`src/rtl/mem_bus_arbiter_pkg.sv`:
```
// Shared types for the memory bus arbiter: FSM state encoding and index widths.
package mem_arb_pkg;

    typedef enum logic [1:0] {
        IDLE   = 2'd0,
        ACCESS = 2'd1,
        DONE   = 2'd2
    } state_t;

    // Index width is sized for the largest supported core count so one
    // pointer type serves every NREQ in 2..8.
    localparam int MAX_NREQ = 8;
    localparam int IDXW     = $clog2(MAX_NREQ);

endpackage

```
`src/rtl/mem_bus_arbiter_if.sv`:
```
// Core-side request bus and memory-side port of the arbiter, bundled in one interface.
interface mem_bus_arbiter_if #(
    parameter int NREQ     = 2,
    parameter int WIDTH    = 32,
    parameter int ADDRSIZE = 8
);
    // Handshake: a core raises req[i] with we/addr/wdata stable and holds it;
    // the arbiter answers with gnt[i] for the whole memory access, then a
    // one-cycle done[i] (with rdata valid for reads). Inputs are only sampled
    // while the arbiter is idle.
    logic [NREQ-1:0]          req;
    logic [NREQ-1:0]          req_we;
    logic [NREQ*ADDRSIZE-1:0] req_addr;
    logic [NREQ*WIDTH-1:0]    req_wdata;
    logic [NREQ-1:0]          gnt;
    logic [NREQ-1:0]          done;
    logic [WIDTH-1:0]         rdata;
    logic                     mem_en;
    logic                     mem_we;
    logic [ADDRSIZE-1:0]      mem_addr;
    logic [WIDTH-1:0]         mem_wdata;
    logic [WIDTH-1:0]         mem_rdata;

    modport slave (
        input  req, req_we, req_addr, req_wdata, mem_rdata,
        output gnt, done, rdata, mem_en, mem_we, mem_addr, mem_wdata
    );

    modport master (
        output req, req_we, req_addr, req_wdata, mem_rdata,
        input  gnt, done, rdata, mem_en, mem_we, mem_addr, mem_wdata
    );
endinterface

```
`src/rtl/mem_bus_arbiter_rr_picker.sv`:
```
// Combinational round-robin picker: first set request at or after (last+1) mod NREQ.
module rr_picker
    import mem_arb_pkg::*;
#(
    parameter int NREQ = 2
) (
    input  logic [NREQ-1:0] req,
    input  logic [IDXW-1:0] last,
    output logic            valid,
    output logic [IDXW-1:0] win
);

    // Scan offsets from farthest to nearest so the nearest hit overwrites.
    always_comb begin
        valid = 1'b0;
        win   = '0;
        for (int k = NREQ; k >= 1; k--) begin
            for (int i = 0; i < NREQ; i++) begin
                if (req[i] && (i == (int'(last) + k) % NREQ)) begin
                    valid = 1'b1;
                    win   = IDXW'(i);
                end
            end
        end
    end

endmodule

```
`src/rtl/mem_bus_arbiter.sv`:
```
// Round-robin arbiter sharing one synchronous data RAM between NREQ cores,
// one fixed-length access at a time.
module mem_bus_arbiter
    import mem_arb_pkg::*;
#(
    parameter int NREQ       = 2,
    parameter int WIDTH      = 32,
    parameter int ADDRSIZE   = 8,
    parameter int ACC_CYCLES = 2
) (
    input  logic               clk,
    input  logic               rst,
    mem_bus_arbiter_if.slave   bus,
    output state_t             dbg_state
);

    localparam int CNTW = $clog2(ACC_CYCLES + 1);

    state_t              state;
    logic [CNTW-1:0]     cnt;
    logic [IDXW-1:0]     last;
    logic [IDXW-1:0]     w_q;
    logic                pick_valid;
    logic [IDXW-1:0]     pick_win;
    logic                sel_we;
    logic [ADDRSIZE-1:0] sel_addr;
    logic [WIDTH-1:0]    sel_wdata;

    rr_picker #(.NREQ(NREQ)) u_picker (
        .req   (bus.req),
        .last  (last),
        .valid (pick_valid),
        .win   (pick_win)
    );

    always_comb begin
        sel_we    = 1'b0;
        sel_addr  = '0;
        sel_wdata = '0;
        for (int i = 0; i < NREQ; i++) begin
            if (pick_win == IDXW'(i)) begin
                sel_we    = bus.req_we[i];
                sel_addr  = bus.req_addr[i*ADDRSIZE +: ADDRSIZE];
                sel_wdata = bus.req_wdata[i*WIDTH +: WIDTH];
            end
        end
    end

    assign dbg_state = state;

    // last resets to NREQ-1 so the first scan starts at core 0.
    always_ff @(posedge clk) begin
        if (rst) begin
            state         <= IDLE;
            cnt           <= '0;
            last          <= IDXW'(NREQ - 1);
            w_q           <= '0;
            bus.gnt       <= '0;
            bus.done      <= '0;
            bus.rdata     <= '0;
            bus.mem_en    <= 1'b0;
            bus.mem_we    <= 1'b0;
            bus.mem_addr  <= '0;
            bus.mem_wdata <= '0;
        end else begin
            case (state)
                IDLE: begin
                    bus.done <= '0;
                    if (pick_valid) begin
                        w_q           <= pick_win;
                        bus.gnt       <= NREQ'(1) << pick_win;
                        bus.mem_en    <= 1'b1;
                        bus.mem_we    <= sel_we;
                        bus.mem_addr  <= sel_addr;
                        bus.mem_wdata <= sel_wdata;
                        cnt           <= '0;
                        state         <= ACCESS;
                    end
                end
                ACCESS: begin
                    cnt <= cnt + 1'b1;
                    if (cnt == CNTW'(ACC_CYCLES - 1)) begin
                        // Memory read data has been valid since the first access cycle.
                        if (!bus.mem_we) begin
                            bus.rdata <= bus.mem_rdata;
                        end
                        bus.done   <= bus.gnt;
                        bus.gnt    <= '0;
                        bus.mem_en <= 1'b0;
                        bus.mem_we <= 1'b0;
                        state      <= DONE;
                    end
                end
                DONE: begin
                    bus.done <= '0;
                    last     <= w_q;
                    state    <= IDLE;
                end
                default: begin
                    bus.gnt    <= '0;
                    bus.done   <= '0;
                    bus.mem_en <= 1'b0;
                    bus.mem_we <= 1'b0;
                    state      <= IDLE;
                end
            endcase
        end
    end

endmodule

```
`src/flat_wrapper.sv`:
```
// flat-port wrapper written by rule: the top's interface ports become plain ports
module mem_bus_arbiter_flat import mem_arb_pkg::*;
#(
    parameter int NREQ       = 2,
    parameter int WIDTH      = 32,
    parameter int ADDRSIZE   = 8,
    parameter int ACC_CYCLES = 2
)
  (clk, rst, dbg_state, bus_req, bus_req_we, bus_req_addr, bus_req_wdata, bus_mem_rdata, bus_gnt, bus_done, bus_rdata, bus_mem_en, bus_mem_we, bus_mem_addr, bus_mem_wdata);
  mem_bus_arbiter_if #(.NREQ(NREQ), .WIDTH(WIDTH), .ADDRSIZE(ADDRSIZE)) bus_i ();
  input  logic clk;
  input  logic rst;
  output state_t dbg_state;
  input wire logic [$bits(bus_i.req)-1:0] bus_req;
  input wire logic [$bits(bus_i.req_we)-1:0] bus_req_we;
  input wire logic [$bits(bus_i.req_addr)-1:0] bus_req_addr;
  input wire logic [$bits(bus_i.req_wdata)-1:0] bus_req_wdata;
  input wire logic [$bits(bus_i.mem_rdata)-1:0] bus_mem_rdata;
  output wire logic [$bits(bus_i.gnt)-1:0] bus_gnt;
  output wire logic [$bits(bus_i.done)-1:0] bus_done;
  output wire logic [$bits(bus_i.rdata)-1:0] bus_rdata;
  output wire logic [$bits(bus_i.mem_en)-1:0] bus_mem_en;
  output wire logic [$bits(bus_i.mem_we)-1:0] bus_mem_we;
  output wire logic [$bits(bus_i.mem_addr)-1:0] bus_mem_addr;
  output wire logic [$bits(bus_i.mem_wdata)-1:0] bus_mem_wdata;
  assign bus_i.req = bus_req;
  assign bus_i.req_we = bus_req_we;
  assign bus_i.req_addr = bus_req_addr;
  assign bus_i.req_wdata = bus_req_wdata;
  assign bus_i.mem_rdata = bus_mem_rdata;
  assign bus_gnt = bus_i.gnt;
  assign bus_done = bus_i.done;
  assign bus_rdata = bus_i.rdata;
  assign bus_mem_en = bus_i.mem_en;
  assign bus_mem_we = bus_i.mem_we;
  assign bus_mem_addr = bus_i.mem_addr;
  assign bus_mem_wdata = bus_i.mem_wdata;
  mem_bus_arbiter #(.NREQ(NREQ), .WIDTH(WIDTH), .ADDRSIZE(ADDRSIZE), .ACC_CYCLES(ACC_CYCLES)) u_core (.clk(clk), .rst(rst), .bus(bus_i), .dbg_state(dbg_state));
endmodule
```
`config.mk`:
```
export PLATFORM = sky130hd
export DESIGN_NAME = mem_bus_arbiter_flat
export DESIGN_NICKNAME = d
export VERILOG_FILES = /design/src/rtl/mem_bus_arbiter_pkg.sv /design/src/rtl/mem_bus_arbiter_if.sv /design/src/rtl/mem_bus_arbiter_rr_picker.sv /design/src/rtl/mem_bus_arbiter.sv /design/src/flat_wrapper.sv
export SDC_FILE = /design/constraint.sdc
export NUM_CORES = 1
export LEC_CHECK = 0
export BUFFER_PORTS_ARGS = -buffer_cell sky130_fd_sc_hd__buf_2
export CORE_ASPECT_RATIO = 0.7
export CORE_MARGIN = 4
export CORE_UTILIZATION = 47
export DETAILED_ROUTE_END_ITERATION = 10
export PLACE_DENSITY_LB_ADDON = 0.05
export REMOVE_ABC_BUFFERS = 1
export SLEW_MARGIN = 20
export SYNTH_ARGS = -nofsm -noshare
export SYNTH_HDL_FRONTEND = slang
export SYNTH_SLANG_ARGS = --single-unit
```
`constraint.sdc`:
```
create_clock -name clk -period 3.5 [get_ports clk]
set_input_delay 1.05 -clock clk [delete_from_list [all_inputs] [get_ports clk]]
set_output_delay 1.05 -clock clk [all_outputs]
set_load 0.1 [all_outputs]
```
==> impl_metrics.ini, run 1 <==
[status]
status = complete, no violations

[run]
max-cap-violations = 0

[synthesis]
synth_async_sr_flop_share_pct = 0
synth-edff-count = 0
synthDistinctLibCells = 33
yosys_warnings = 0
yosys.area.top_type = sky130_fd_sc_hd__dfxtp_1
yosys_register_bits = 84
ys_top_cells_by_area = sky130_fd_sc_hd__dfxtp_1 48%, sky130_fd_sc_hd__nand2_1 15%, sky130_fd_sc_hd__a21oi_1 11%
yosys.area.top_type_share_pct = 48.1
postSynth.topFlopCell = sky130_fd_sc_hd__dfxtp_1
yosysSeqAreaShare_pct = 48.1
synthCells = 425
syn_area_per_cell_um2 = 8.23
netlist_area_um2 = 3500

[grt]
number_of_antenna_violations_at_the_first_check_in_global_routing = 0
grt_max_degree = 56
first_global_vias = 3513
wire_length_of_the_first_global_routing_pass_mm = 17.3
grtUsageTotal_pct = 23.8
total_congestion_overflow_after_global_routing = 0

[power]
power.static_leakage_uw = 0.00217
largest_voltage_drop_on_the_vdd_net_v = 0.000303
finalPower_uw = 2730
power_density_nw_per_um2 = 587

[timing]
fmax_mhz = 417
worstMarginPinSlew_ns = 1.11
totalNegativeSetupSlack_ns = 0
period_share_pct = 68.5
setup_violations = 0
timing.final.crit_period_ns = 2.40
rsz0062_at_grt = false
finalMaxSlewViolations = 0
hold_viol = 0
timing.max_slew.rel_slack_pct = 25.7
skew_ns = 0.00778

[setup_path]
cp_slowest_cell = sky130_fd_sc_hd__dfxtp_1
setup_slack_of_the_most_critical_reg_to_reg_path_ns = 1.60
critPathKind = flop to output port
worst_ep_arrival_time_ns = 1.35
worst_reg2reg_endpoint = u_core.bus.mem_wdata[14]
cp-start-kind = flop
critical_path_peak_fanout = 9
critical_path.cell_chain = buf_2
crit_required_ns = 2.45
ff2ff_path_depth = 3
timing.critical_path.slowest_cell_delay_ns = 0.51
timing.rr.start = u_core.dbg_state[1]
crit_buf_inv = 1
timing.critical_path.max_delay_family = flip-flops
worstSetupEndpointType = output port

[hold_path]
worstHoldPathCells = 2
timing.hold.worst_endpoint = u_core.bus.rdata[3]
hold_path_startpoint = u_core.bus.rdata[3]
worstHoldPathType = flop to flop

[final_layout]
share_of_post_route_cells_with_drive_strength_above_1_pct = 37.0
layout.cells.most_common = sky130_fd_sc_hd__buf_2
layout.core_utilization_pct = 66.7
insertedDiodeCount = 0
layout.cell_area.non_filler_um2 = 4650
fill_cells = 621
fin_cells = 697
finalNetCount = 717
synthToLayoutAreaGrowth_pct = 33.1
layout.cells.most_common_list = 197 x sky130_fd_sc_hd__buf_2, 142 x sky130_fd_sc_hd__nand2_1, 84 x sky130_fd_sc_hd__dfxtp_1

[route]
wirelength_routed_mm = 10.8
drt-initial-drc-count = 319
routed_via_density = 5.38
dr.pass1.iters = 5
wire_per_inst_um = 15.5
num_vias = 3747
drc = 0
antenna_violating_nets_post_route = 0

[floorplan]
die_h_um = 80.2
initial_utilization_pct = 50.1
dieArea_um2 = 8900
io_pins = 198
num_rows = 25
core_area_um2 = 6980
die-width_um = 111

[clock_network]
postCtsSetupRepairBufs = 0
numClockSinks = 84
cts.htree.levels = 3
cts.clk_slew.worst_paths_ns = 0.08
insertion_delay_ns = 0.35
post_cts_hold_buffer_count = 0
cts_root_buf = sky130_fd_sc_hd__clkbuf_8
clock_tree_buf_depth = 2
cts_buffers = 9
cts_tree = done
post_cts_resized = 0

[placement]
gp_routability_congestion = 0.755
placed_cells_incl_taps = 681
place_area_um2 = 4430
port_buffers = 197
dp_hpwl_mm = 7.47
where the power goes:
group	internal (µW)	total (µW)	switching [µW]
Clock	424	769	345
Combinational	177	893	715
Sequential	1030	1070	43.1
cells by family after synthesis:
kind of cell	Yosys count	synth area share (%)
adders and majority gates	1	0.358
muxes	3	0.859
DFF	84	48.1
AOI/OAI and AO/OA	130	24.1
buffers and inverters	41	6.59
and+or+nand+nor	166	20.0
cell usage after synthesis (2+ instances only):
master,n
sky130_fd_sc_hd__mux2i_1,3
sky130_fd_sc_hd__o2bb2ai_1,2
sky130_fd_sc_hd__clkbuf_8,3
sky130_fd_sc_hd__nand2_1,142
sky130_fd_sc_hd__clkbuf_1,11
sky130_fd_sc_hd__buf_2,19
sky130_fd_sc_hd__nand3_1,4
sky130_fd_sc_hd__nand2b_1,6
sky130_fd_sc_hd__nor3_1,2
sky130_fd_sc_hd__a311oi_1,36
sky130_fd_sc_hd__inv_1,2
sky130_fd_sc_hd__dfxtp_1,84
sky130_fd_sc_hd__buf_4,6
sky130_fd_sc_hd__nand4_1,3
sky130_fd_sc_hd__o21ai_0,5
sky130_fd_sc_hd__a31oi_1,3
sky130_fd_sc_hd__a21oi_1,75
sky130_fd_sc_hd__o211ai_1,4
worst register-to-register path, cell delays in order (launching register included):
cell and delay [ns]:
sky130_fd_sc_hd__dfxtp_1 0.40, sky130_fd_sc_hd__nor2_4 0.89, sky130_fd_sc_hd__a21oi_1 0.19, sky130_fd_sc_hd__a311oi_1 0.32
layout make-up:
cell class	instances	area (µm²)	area share, %
Inverter	2	7.51	0.161
Clock inverter	5	85.1	1.83
Clock buffer	11	141	3.04
Timing Repair Buffer	201	1030	22.1
Sequential cell	84	1680	36.1
Multi-Input combinational cell	300	1590	34.2
Tap cell	94	118	2.53
flip-flops by register name (all words and copies together), names as in the netlist:
name                  cells
u_core.bus.gnt            2
u_core.dbg_state          2
u_core.bus.done           2
u_core.bus.mem_we         1
u_core.bus.mem_addr       8
u_core.w_q                1
u_core.last               1
u_core.bus.mem_wdata     32
u_core.bus.mem_en         1
u_core.cnt                2
u_core.bus.rdata         32
through the flow:
| stage | setup WS [ns] | hold WS [ns] |
|---|---|---|
| after floorplan | 0.663 | 0.434 |
| after global placement | 1.10 | 0.439 |
| after detailed placement | 0.982 | 0.443 |
| after CTS | 1.08 | 0.454 |
| after global routing | 1.02 | 0.482 |
| final | 1.10 | 0.452 |
how the worst max path moves through the flow:
stage / from / to / slack, ns / cells after the start
finish: u_core.dbg_state[0] / dbg_state[0] / 1.10 / 1
global route: u_core.dbg_state[1] / dbg_state[1] / 1.02 / 1
CTS: u_core.dbg_state[1] / dbg_state[1] / 1.08 / 1
detailed placement: bus_req[0] / u_core.bus.mem_wdata[14] / 0.98 / 4
global placement: bus_req[0] / u_core.bus.mem_wdata[1] / 1.10 / 4
floorplan: u_core.dbg_state[1] / u_core.bus.mem_wdata[1] / 0.66 / 3
routing by layer:
layer | wire length, µm | track usage [%]
met1 | 4340 | 28.6
met2 | 5250 | 39.9
met3 | 1040 | 9.41
met4 | 165 | 7.05
met5 | 0 | 0
No activity file was read; power rests on OpenSTA's default activity.
==> inputs of run 2 (changes only) <==
--- a/config.mk
+++ b/config.mk
@@ -8,7 +8,7 @@
 export BUFFER_PORTS_ARGS = -buffer_cell sky130_fd_sc_hd__buf_2
 export CORE_ASPECT_RATIO = 0.7
 export CORE_MARGIN = 4
-export CORE_UTILIZATION = 47
+export CORE_UTILIZATION = 44
 export DETAILED_ROUTE_END_ITERATION = 10
 export PLACE_DENSITY_LB_ADDON = 0.05
 export REMOVE_ABC_BUFFERS = 1
==> constraint.sdc (replaced) <==
create_clock -name clk -period 2.24 [get_ports clk]
set_input_delay 0.672 -clock clk [delete_from_list [all_inputs] [get_ports clk]]
set_output_delay 0.672 -clock clk [all_outputs]
set_load 0.1 [all_outputs]
==> impl_metrics.ini, run 2 (same netlist as run 1, synthesis figures left out) <==
[grt]
wire_length_of_the_first_global_routing_pass_mm = 16.5
total_congestion_overflow_after_global_routing = 0
grt_max_degree = 43
grtUsageTotal_pct = 22.1
first_global_vias = 3480
number_of_antenna_violations_at_the_first_check_in_global_routing = 0

[setup_path]
crit_required_ns = 1.57
timing.rr.start = u_core.dbg_state[1]
cp-start-kind = flop
timing.critical_path.max_delay_family = flip-flops
critPathKind = flop to output port
worstSetupEndpointType = output port
critical_path_peak_fanout = 9
worst_ep_arrival_time_ns = 1.33
critical_path.cell_chain = buf_2
cp_slowest_cell = sky130_fd_sc_hd__dfxtp_1
timing.critical_path.slowest_cell_delay_ns = 0.51
critical_path.startpoint = u_core.dbg_state[0]
crit_buf_inv = 1

[route]
drt-initial-drc-count = 245
wirelength_routed_mm = 10.6
dr.pass1.iters = 6
num_vias = 3660
routed_via_density = 5.18
antenna_violating_nets_post_route = 0
drc = 0
wire_per_inst_um = 15.1

[clock_network]
numClockSinks = 84
postCtsSetupRepairBufs = 0
cts.htree.levels = 3
cts_tree = done
cts_root_buf = sky130_fd_sc_hd__clkbuf_16
cts.clk_slew.worst_paths_ns = 0.06
post_cts_resized = 0
clock_tree_buf_depth = 2
insertion_delay_ns = 0.33
cts_buffers = 9
post_cts_hold_buffer_count = 0

[timing]
finalMaxSlewViolations = 0
fmax_mhz = 498
setup_violations = 0
worstMarginPinSlew_ns = 0.546
skew_ns = 0.00499
period_share_pct = 89.6
postLayoutSetupSlackWorst_ns = 0.234
timing.max_slew.rel_slack_pct = 63.6
timing.final.crit_period_ns = 2.01
totalNegativeSetupSlack_ns = 0
fin_worst_hold_slack_ns = 0.450
rsz0062_at_grt = false
hold_viol = 0

[final_layout]
synthToLayoutAreaGrowth_pct = 38.3
fin_cells = 706
reg_top3 = u_core.bus.mem_wdata: 32 flops, u_core.bus.rdata: 32 flops, u_core.bus.mem_addr: 8 flops
share_of_post_route_cells_with_drive_strength_above_1_pct = 37.5
finalNetCount = 723
fill_cells = 684
layout.cells.most_common = sky130_fd_sc_hd__buf_2
layout.cells.most_common_list = 197 x sky130_fd_sc_hd__buf_2, 142 x sky130_fd_sc_hd__nand2_1, 84 x sky130_fd_sc_hd__dfxtp_1
insertedDiodeCount = 0
layout.core_utilization_pct = 64.3

[power]
switching_fraction_pct = 37.9
net-switching-power_uw = 1750
share_clk_of_total_power_pct = 33.1
largest_voltage_drop_on_the_vdd_net_v = 0.000547
internal_power_uw = 2870
seqPwrFrac_pct = 36.2
power.combinational.fraction_pct = 30.7
power.static_leakage_uw = 0.00225
power_density_nw_per_um2 = 957

[floorplan]
core_area_um2 = 7510
die_h_um = 82.6
io_pins = 198
initial_utilization_pct = 46.5
die-width_um = 115
dieArea_um2 = 9460
num_rows = 26

[hold_path]
worstHoldPathType = flop to flop
hold_path_startpoint = u_core.bus.rdata[7]

[run]
max-cap-violations = 0

[placement]
placed_cells_incl_taps = 691
port_buffers = 197
detailedPlace.worstSlack_ns = 0.434
dp_hpwl_mm = 7.49
gp_routability_congestion = 0.766

[status]
status = complete, no violations
run 2: changes by cell type in the layout (fill, tap and decap cells not counted), sizes merged:
cell,delta
clkbuf,-1
buf,+6
run 2: layout make-up:
cell class	count	area, µm²	area share (%)
flip-flops and latches	84	1680	34.8
clock buffers	10	229	4.74
well taps	98	123	2.54
clock inverters	5	77.6	1.60
repair buffers	207	1120	23.2
multi-input cells	300	1590	32.9
inverters	2	7.51	0.155
run 2: power groups by stage:
stage	Combinational (µW)	Sequential, µW	Clock (µW)
after CTS	1430	1680	1560
after floorplan	283	2490	0
final	1420	1670	1530
after global placement	1410	1700	0
after detailed placement	1430	1710	0
after global routing	1500	1690	1620
run 2: worst paths after layout:
path                             end  slack [ns]  cells after the start
min reg2reg      u_core.bus.rdata[7]        0.45                      2
min              u_core.bus.rdata[7]        0.45                      2
max                     dbg_state[0]        0.23                      1
max reg2reg  u_core.bus.mem_wdata[3]        0.54                      3
run 2: metrics by stage:
step	total power [µW]	cell area, µm²
2_1_floorplan	2770	3270
3_3_place_gp	3110	4530
3_5_place_dp	3130	4530
4_1_cts	4660	4830
5_1_grt	4810	4830
6_report	4630	4830
run 2: metal layers:
layer	part of all wire (%)	track usage [%]
met5	0	0
met4	1.6	8.42
met3	8.2	6.26
met2	49	37.3
met1	42	26.9
